## config.mk

```make
export PLATFORM = sky130hd
export DESIGN_NAME = par_moody_source
export DESIGN_NICKNAME = d
export VERILOG_FILES = /design/src/rtl/par_moody_source.sv
export SDC_FILE = /design/constraint.sdc
export NUM_CORES = 1
export LEC_CHECK = 0
export CAP_MARGIN = 10
export CORE_MARGIN = 3
export CORE_UTILIZATION = 30
export CTS_CLUSTER_SIZE = 8
export DETAILED_ROUTE_END_ITERATION = 12
export SLEW_MARGIN = 20
export SYNTH_ARGS = -nofsm -noshare
export SYNTH_HDL_FRONTEND = slang
export SYNTH_SLANG_ARGS = --single-unit
```

## constraint.sdc

```tcl
create_clock -name clk -period 3.35 [get_ports clk]
set_clock_uncertainty 0.05 [all_clocks]
set_input_delay 0.335 -clock clk [delete_from_list [all_inputs] [get_ports clk]]
set_output_delay 0.335 -clock clk [all_outputs]
set_load 0.01 [all_outputs]
```

## src/rtl/par_moody_source.sv

```systemverilog
// rtl/par_moody_source.sv - synthetic NoC traffic source with LFSR injection, backlog FIFO and statistics
`ifndef PAYLOAD_SIZE
`define PAYLOAD_SIZE 8
`endif
`ifndef ADDR_BITS
`define ADDR_BITS 4
`endif

module par_moody_source #(
    parameter int          id       = -1,
    parameter int          activity = 0,
    parameter int          QDEPTH   = 4,
    parameter int          MAX_PKTS = 0,
    parameter logic [15:0] SEED     = 16'hACE1
) (
    input  logic                                 clk,
    input  logic                                 reset,
    input  logic                                 enable,
    input  logic                                 channel_busy,
    output logic [`PAYLOAD_SIZE+`ADDR_BITS-1:0]  item_out,
    output logic                                 valid,
    output logic [15:0]                          tx_count,
    output logic [15:0]                          drop_count,
    output logic                                 done
);
    localparam int PW = `PAYLOAD_SIZE;
    localparam int AB = `ADDR_BITS;
    localparam int W  = PW + AB;
    localparam int AW = (QDEPTH > 1) ? $clog2(QDEPTH) : 1;
    localparam int CW = AW + 1;
    localparam logic [15:0] LFSR_INIT = (SEED == 16'h0) ? 16'hACE1 : SEED;

    logic [15:0]   lfsr_q, lfsr_d;
    logic [PW-1:0] seq_q, seq_d;
    logic [31:0]   created_q, created_d;
    logic [W-1:0]  mem_q [QDEPTH];
    logic [AW-1:0] wr_q, wr_d, rd_q, rd_d;
    logic [CW-1:0] count_q, count_d;
    logic [15:0]   tx_q, tx_d, drop_q, drop_d;
    logic          done_q, done_d;

    logic          quota_ok, rate_hit, create, pop, push, full;
    logic [AB-1:0] dest_raw, dest;
    logic [W-1:0]  new_item;

    always_comb begin
        lfsr_d   = {1'b0, lfsr_q[15:1]} ^ (lfsr_q[0] ? 16'hB400 : 16'h0000);
        quota_ok = (MAX_PKTS == 0) || (created_q < 32'(MAX_PKTS));
        rate_hit = (activity >= 255) || ({24'b0, lfsr_q[7:0]} < 32'(activity));
        create   = enable && quota_ok && rate_hit;

        // Never address ourselves: bump to the next node instead.
        dest_raw = lfsr_q[AB+7:8];
        dest     = dest_raw;
        if ((id >= 0) && ({{(32-AB){1'b0}}, dest_raw} == 32'(id)))
            dest = dest_raw + AB'(1);
        new_item = {seq_q, dest};

        full = (count_q == CW'(QDEPTH));
        pop  = (count_q != '0) && !channel_busy;
        push = create && (!full || pop);

        seq_d     = create ? seq_q + PW'(1) : seq_q;
        created_d = create ? created_q + 32'd1 : created_q;
        wr_d      = push ? ((wr_q == AW'(QDEPTH - 1)) ? '0 : wr_q + AW'(1)) : wr_q;
        rd_d      = pop  ? ((rd_q == AW'(QDEPTH - 1)) ? '0 : rd_q + AW'(1)) : rd_q;
        count_d   = count_q + CW'(push) - CW'(pop);
        tx_d      = pop ? tx_q + 16'd1 : tx_q;
        drop_d    = (create && !push) ? drop_q + 16'd1 : drop_q;
        done_d    = done_q || ((MAX_PKTS > 0) && (created_d == 32'(MAX_PKTS)) && (count_d == '0));
    end

    always_ff @(posedge clk) begin
        if (reset) begin
            lfsr_q    <= LFSR_INIT;
            seq_q     <= '0;
            created_q <= '0;
            wr_q      <= '0;
            rd_q      <= '0;
            count_q   <= '0;
            tx_q      <= '0;
            drop_q    <= '0;
            done_q    <= 1'b0;
        end else begin
            lfsr_q    <= lfsr_d;
            seq_q     <= seq_d;
            created_q <= created_d;
            wr_q      <= wr_d;
            rd_q      <= rd_d;
            count_q   <= count_d;
            tx_q      <= tx_d;
            drop_q    <= drop_d;
            done_q    <= done_d;
        end
    end

    always_ff @(posedge clk) begin
        if (!reset && push)
            mem_q[wr_q] <= new_item;
    end

    // Outputs come only from registered state, so channel_busy never reaches them combinationally.
    assign valid      = (count_q != '0);
    assign item_out   = valid ? mem_q[rd_q] : '0;
    assign tx_count   = tx_q;
    assign drop_count = drop_q;
    assign done       = done_q;
endmodule
```

---- Yosys cells after proc, flatten, opt, wreduce, memory -nomap -nowiden ----
Cells that the tools add are included.
cells by class
  mux-type cells .......................... 1
  add/subtract/negate cells ............... 2
  reduce and logical (&&, ||, !) cells .... 3
operators by type and width
  operator                 number
  $add A16 B1 Y16 const B  1
  $mux W12                 1
  $reduce_bool A3 Y1       1
  $sub A3 B1 Y3            1
  $logic_and A1 B1 Y1      1
  $logic_not A1 Y1         1
storage, ports and cells
  input bits .............................. 4
  flip-flop bits (word level) ............. 19
  logic and storage cells ................. 8
  output and inout port bits .............. 46

---- Logic depth before layout (Yosys ltp) ----
  depth after elaboration ................. 3
  mapped depth ............................ 6
  depth with buffers taken out ............ 6

---- Least setup slack after synthesis ----
Ideal clock, no wire load.
  path kind ............................... register to register
  start point ............................. register tx_q[0] (netlist: tx_count[0])
  end point ............................... register tx_q[10] (netlist: tx_count[10])
  setup slack ............................. 1.451 ns
  data arrival time ....................... 1.779 ns
  setup time .............................. 0.070 ns
  stages on the path, launching flop included .. 7
  clock period less this slack ............ 1.899 ns
  cells stage by stage .................... dfxtp_1 -> ha_1 -> and3b_1 -> or4b_1 -> buf_2 -> or3_1 -> a21oi_1
on the way
  word-level cells in the longest chain between the ends .. 1
ends and longest elaborated chain
  item                    line  RTL
  start, declared         39    logic [15:0] tx_q, tx_d, drop_q, drop_d;
  start signal, assigned  91    tx_q <= tx_d;
  $add A16 B1 Y16         68    tx_d = pop ? tx_q + 16'd1 : tx_q;
Every way passes these cells.
A chain may end at the register's enable or synchronous reset.

---- Final worst setup path ----
  start point ............................. register count_q[1]
  end point ............................... output valid
on the way
  word-level cells in the longest chain between the ends .. 1
ends and longest elaborated chain
  item                    line  RTL
  start, declared         38    logic [CW-1:0] count_q, count_d;
  start signal, assigned  90    count_q <= count_d;
  $reduce_bool A3 Y1      103   assign valid = (count_q != '0);
  end, declared           21    output logic valid,
Every way passes these cells.

==> metrics.cfg <==
[cts]
root_buffer = clkbuf_4
clock_latency_ns = 0.30
cts_sinks = 19
cts_resized = 0
clk_pin_slew_ns = 0.11
cts_tree = yes
numCtsBuffers = 3
post-cts-setup-buffers = 0
clock_path_buffers = 2
htreeDepth = 1
hold_buffers = 0

[floorplanning]
dieArea_um2 = 4330
die_w_um = 65.8
io_pins = 50
dieHeight_um = 65.8
start_util_pct = 31.7
row_count = 21
core_area_um2 = 3390

[setup_path]
end_kind = primary output
critPathKind = reg -> out
arrival_ns = 1.76
worst_setup_path_start_kind = register
reg2reg_depth = 5
required_ns = 2.96
crit-reg2reg-launch = tx_count[0]
r2r_slack_ns = 1.36
rr_endpoint = tx_count[12]
cp_max_fo = 10

[sta]
rsz0062_at_grt = no
hold_violations = 0
worst_slew_pin_slew_ns = 0.668
slew-limit-headroom_pct = 55.3
holdWs_ns = 0.445
fin_crit_sh_pct = 64.0
maxSlewViolCount = 0
finalSetupTns_ns = 0
clock.fmax_mhz = 467
setup_viol = 0
min_period_ns = 2.14

[power]
p_leak_nw = 0.451
powerDensity_nw_per_um2 = 402
peakVddDrop_mv = 0.379
total_power_mw = 0.486

[global_routing]
grt_max_degree = 20
first_global_vias = 740
overflow = 0
track_usage_pct = 9.38
antenna_found_initial = 0
grt_pass1_wl_mm = 3.18

[place]
gp_congestion = 0.664
placed_area_um2 = 1180
placed_cells = 187
port_buffers = 19
dp_hpwl_mm = 1.39

[logic_synthesis]
synthTopCellsByArea = dfxtp_1, buf_4, xnor2_1, or3_1, a21oi_1
synth_top_area_share_pct = 35.4
synth_cell_type_count = 28
async_flop_share_pct = 0
synth_warnings = 0
synth.most_common_cell = buf_4
synth_top_area_cell = dfxtp_1
ys_ff_latch = 19
syn_area_um2 = 1070
synth_commonest_cells = buf_4, dfxtp_1, nor2_1, a21oi_1, or3_1
syn_avg_cell_area_um2 = 8.45
yosysSeqAreaShare_pct = 35.4
synth_cells = 127
synth-edff-count = 0
synth_flop_cell = dfxtp_1

[layout]
post_layout_nonfiller_instances = 191
fin_area_um2 = 1210
multi_input_area_um2 = 537
regArea_um2 = 380
n_antenna_cell = 0
areaGrowthSynthToFinish_pct = 12.7
finalNetCount = 153
drive_gt1_share_pct = 4.14
fill_cells = 359

[route]
dr.pass1.iters = 4
drt-total-wl_mm = 1.83
dr_total_vias = 795
drt_iter0_drc = 14
wl_per_cell_um = 9.59
postRouteAntennaNets = 0
viasPerCell = 4.16
drc = 0

[hold_path]
hold_depth = 2
hold_start = tx_count[15]
hold_class = reg -> reg
hold_end = tx_count[15]

[status]
status = complete, no violations

[flow_run]
max_cap_viol_count = 0

-- cell families (layout without fill, tap and decap cells) --
| group | after synthesis | count (layout) | synth area share [%] |
|---|---|---|---|
| and+or+nand+nor | 40 | 40 | 21.4 |
| buffers and inverters | 38 | 28 | 24.4 |
| DFF | 19 | 19 | 35.4 |
| AOI/OAI and AO/OA | 18 | 18 | 8.39 |
| xor gates and xnor gates | 8 | 8 | 6.53 |
| adders and majority gates | 3 | 3 | 3.50 |
| other | 1 | 29 | 0.349 |
-- cell usage in the layout, fill, tap and decap left out, types with 5 or more instances in the layout --
| master | count |
|---|---|
| conb_1 | 29 |
| dfxtp_1 | 19 |
| clkdlybuf4s50_1 | 19 |
| nor2_1 | 11 |
| a21oi_1 | 9 |
| or3_1 | 8 |
| o21ai_0 | 6 |
| xnor2_1 | 6 |
| inv_1 | 5 |
-- power by group --
part,internal [mW],total (mW),switching (mW),leakage (nW)
Clock,0.0464,0.115,0.0686,0.0150
Sequential,0.240,0.252,0.0120,0.153
Combinational,0.0476,0.119,0.0712,0.283
Total,0.334,0.486,0.152,0.451
-- routing by layer --
layer,global-route usage [%],vias to the layer above,wire length (µm)
li1,-,407,-
met4,2.85,0,0
met2,15.3,32,860
met5,0,-,0
met3,3.74,0,140
met1,11.3,356,829
-- how the worst max path moves through the flow --
stage | to | from | slack (ns)
floorplan | tx_count[10] | tx_count[0] | 1.45
global placement | tx_count[12] | channel_busy | 1.03
detailed placement | tx_count[15] | channel_busy | 1.02
CTS | valid | count_q[1] | 1.16
global route | valid | count_q[1] | 1.00
finish | valid | count_q[1] | 1.21
-- sequential cells by signal, indices dropped and copies added, names as in the netlist --
signal and count:
tx_count 16, count_q 3
-- metrics by stage --
stage,utilization [%],setup WS (ns)
2_1_floorplan,-,1.45
3_3_place_gp,34.9,1.03
3_5_place_dp,34.9,1.02
4_1_cts,35.7,1.16
5_1_grt,35.7,1.00
6_report,35.7,1.21
-- area by class of cell --
class,instances,share of cell area [%]
clock buffer,4,2.17
inverter,5,1.55
multi-input combinational,98,44.4
sequential,19,31.4
tap,46,4.76
timing repair buffer,19,15.7
-- critical path, stage by stage, from the launching register on --
cell	delay [ns]
dfxtp_1	0.33
nor3_2	0.47
inv_1	0.15
clkdlybuf4s50_1	0.52
Power figures use the tool's default switching activity.
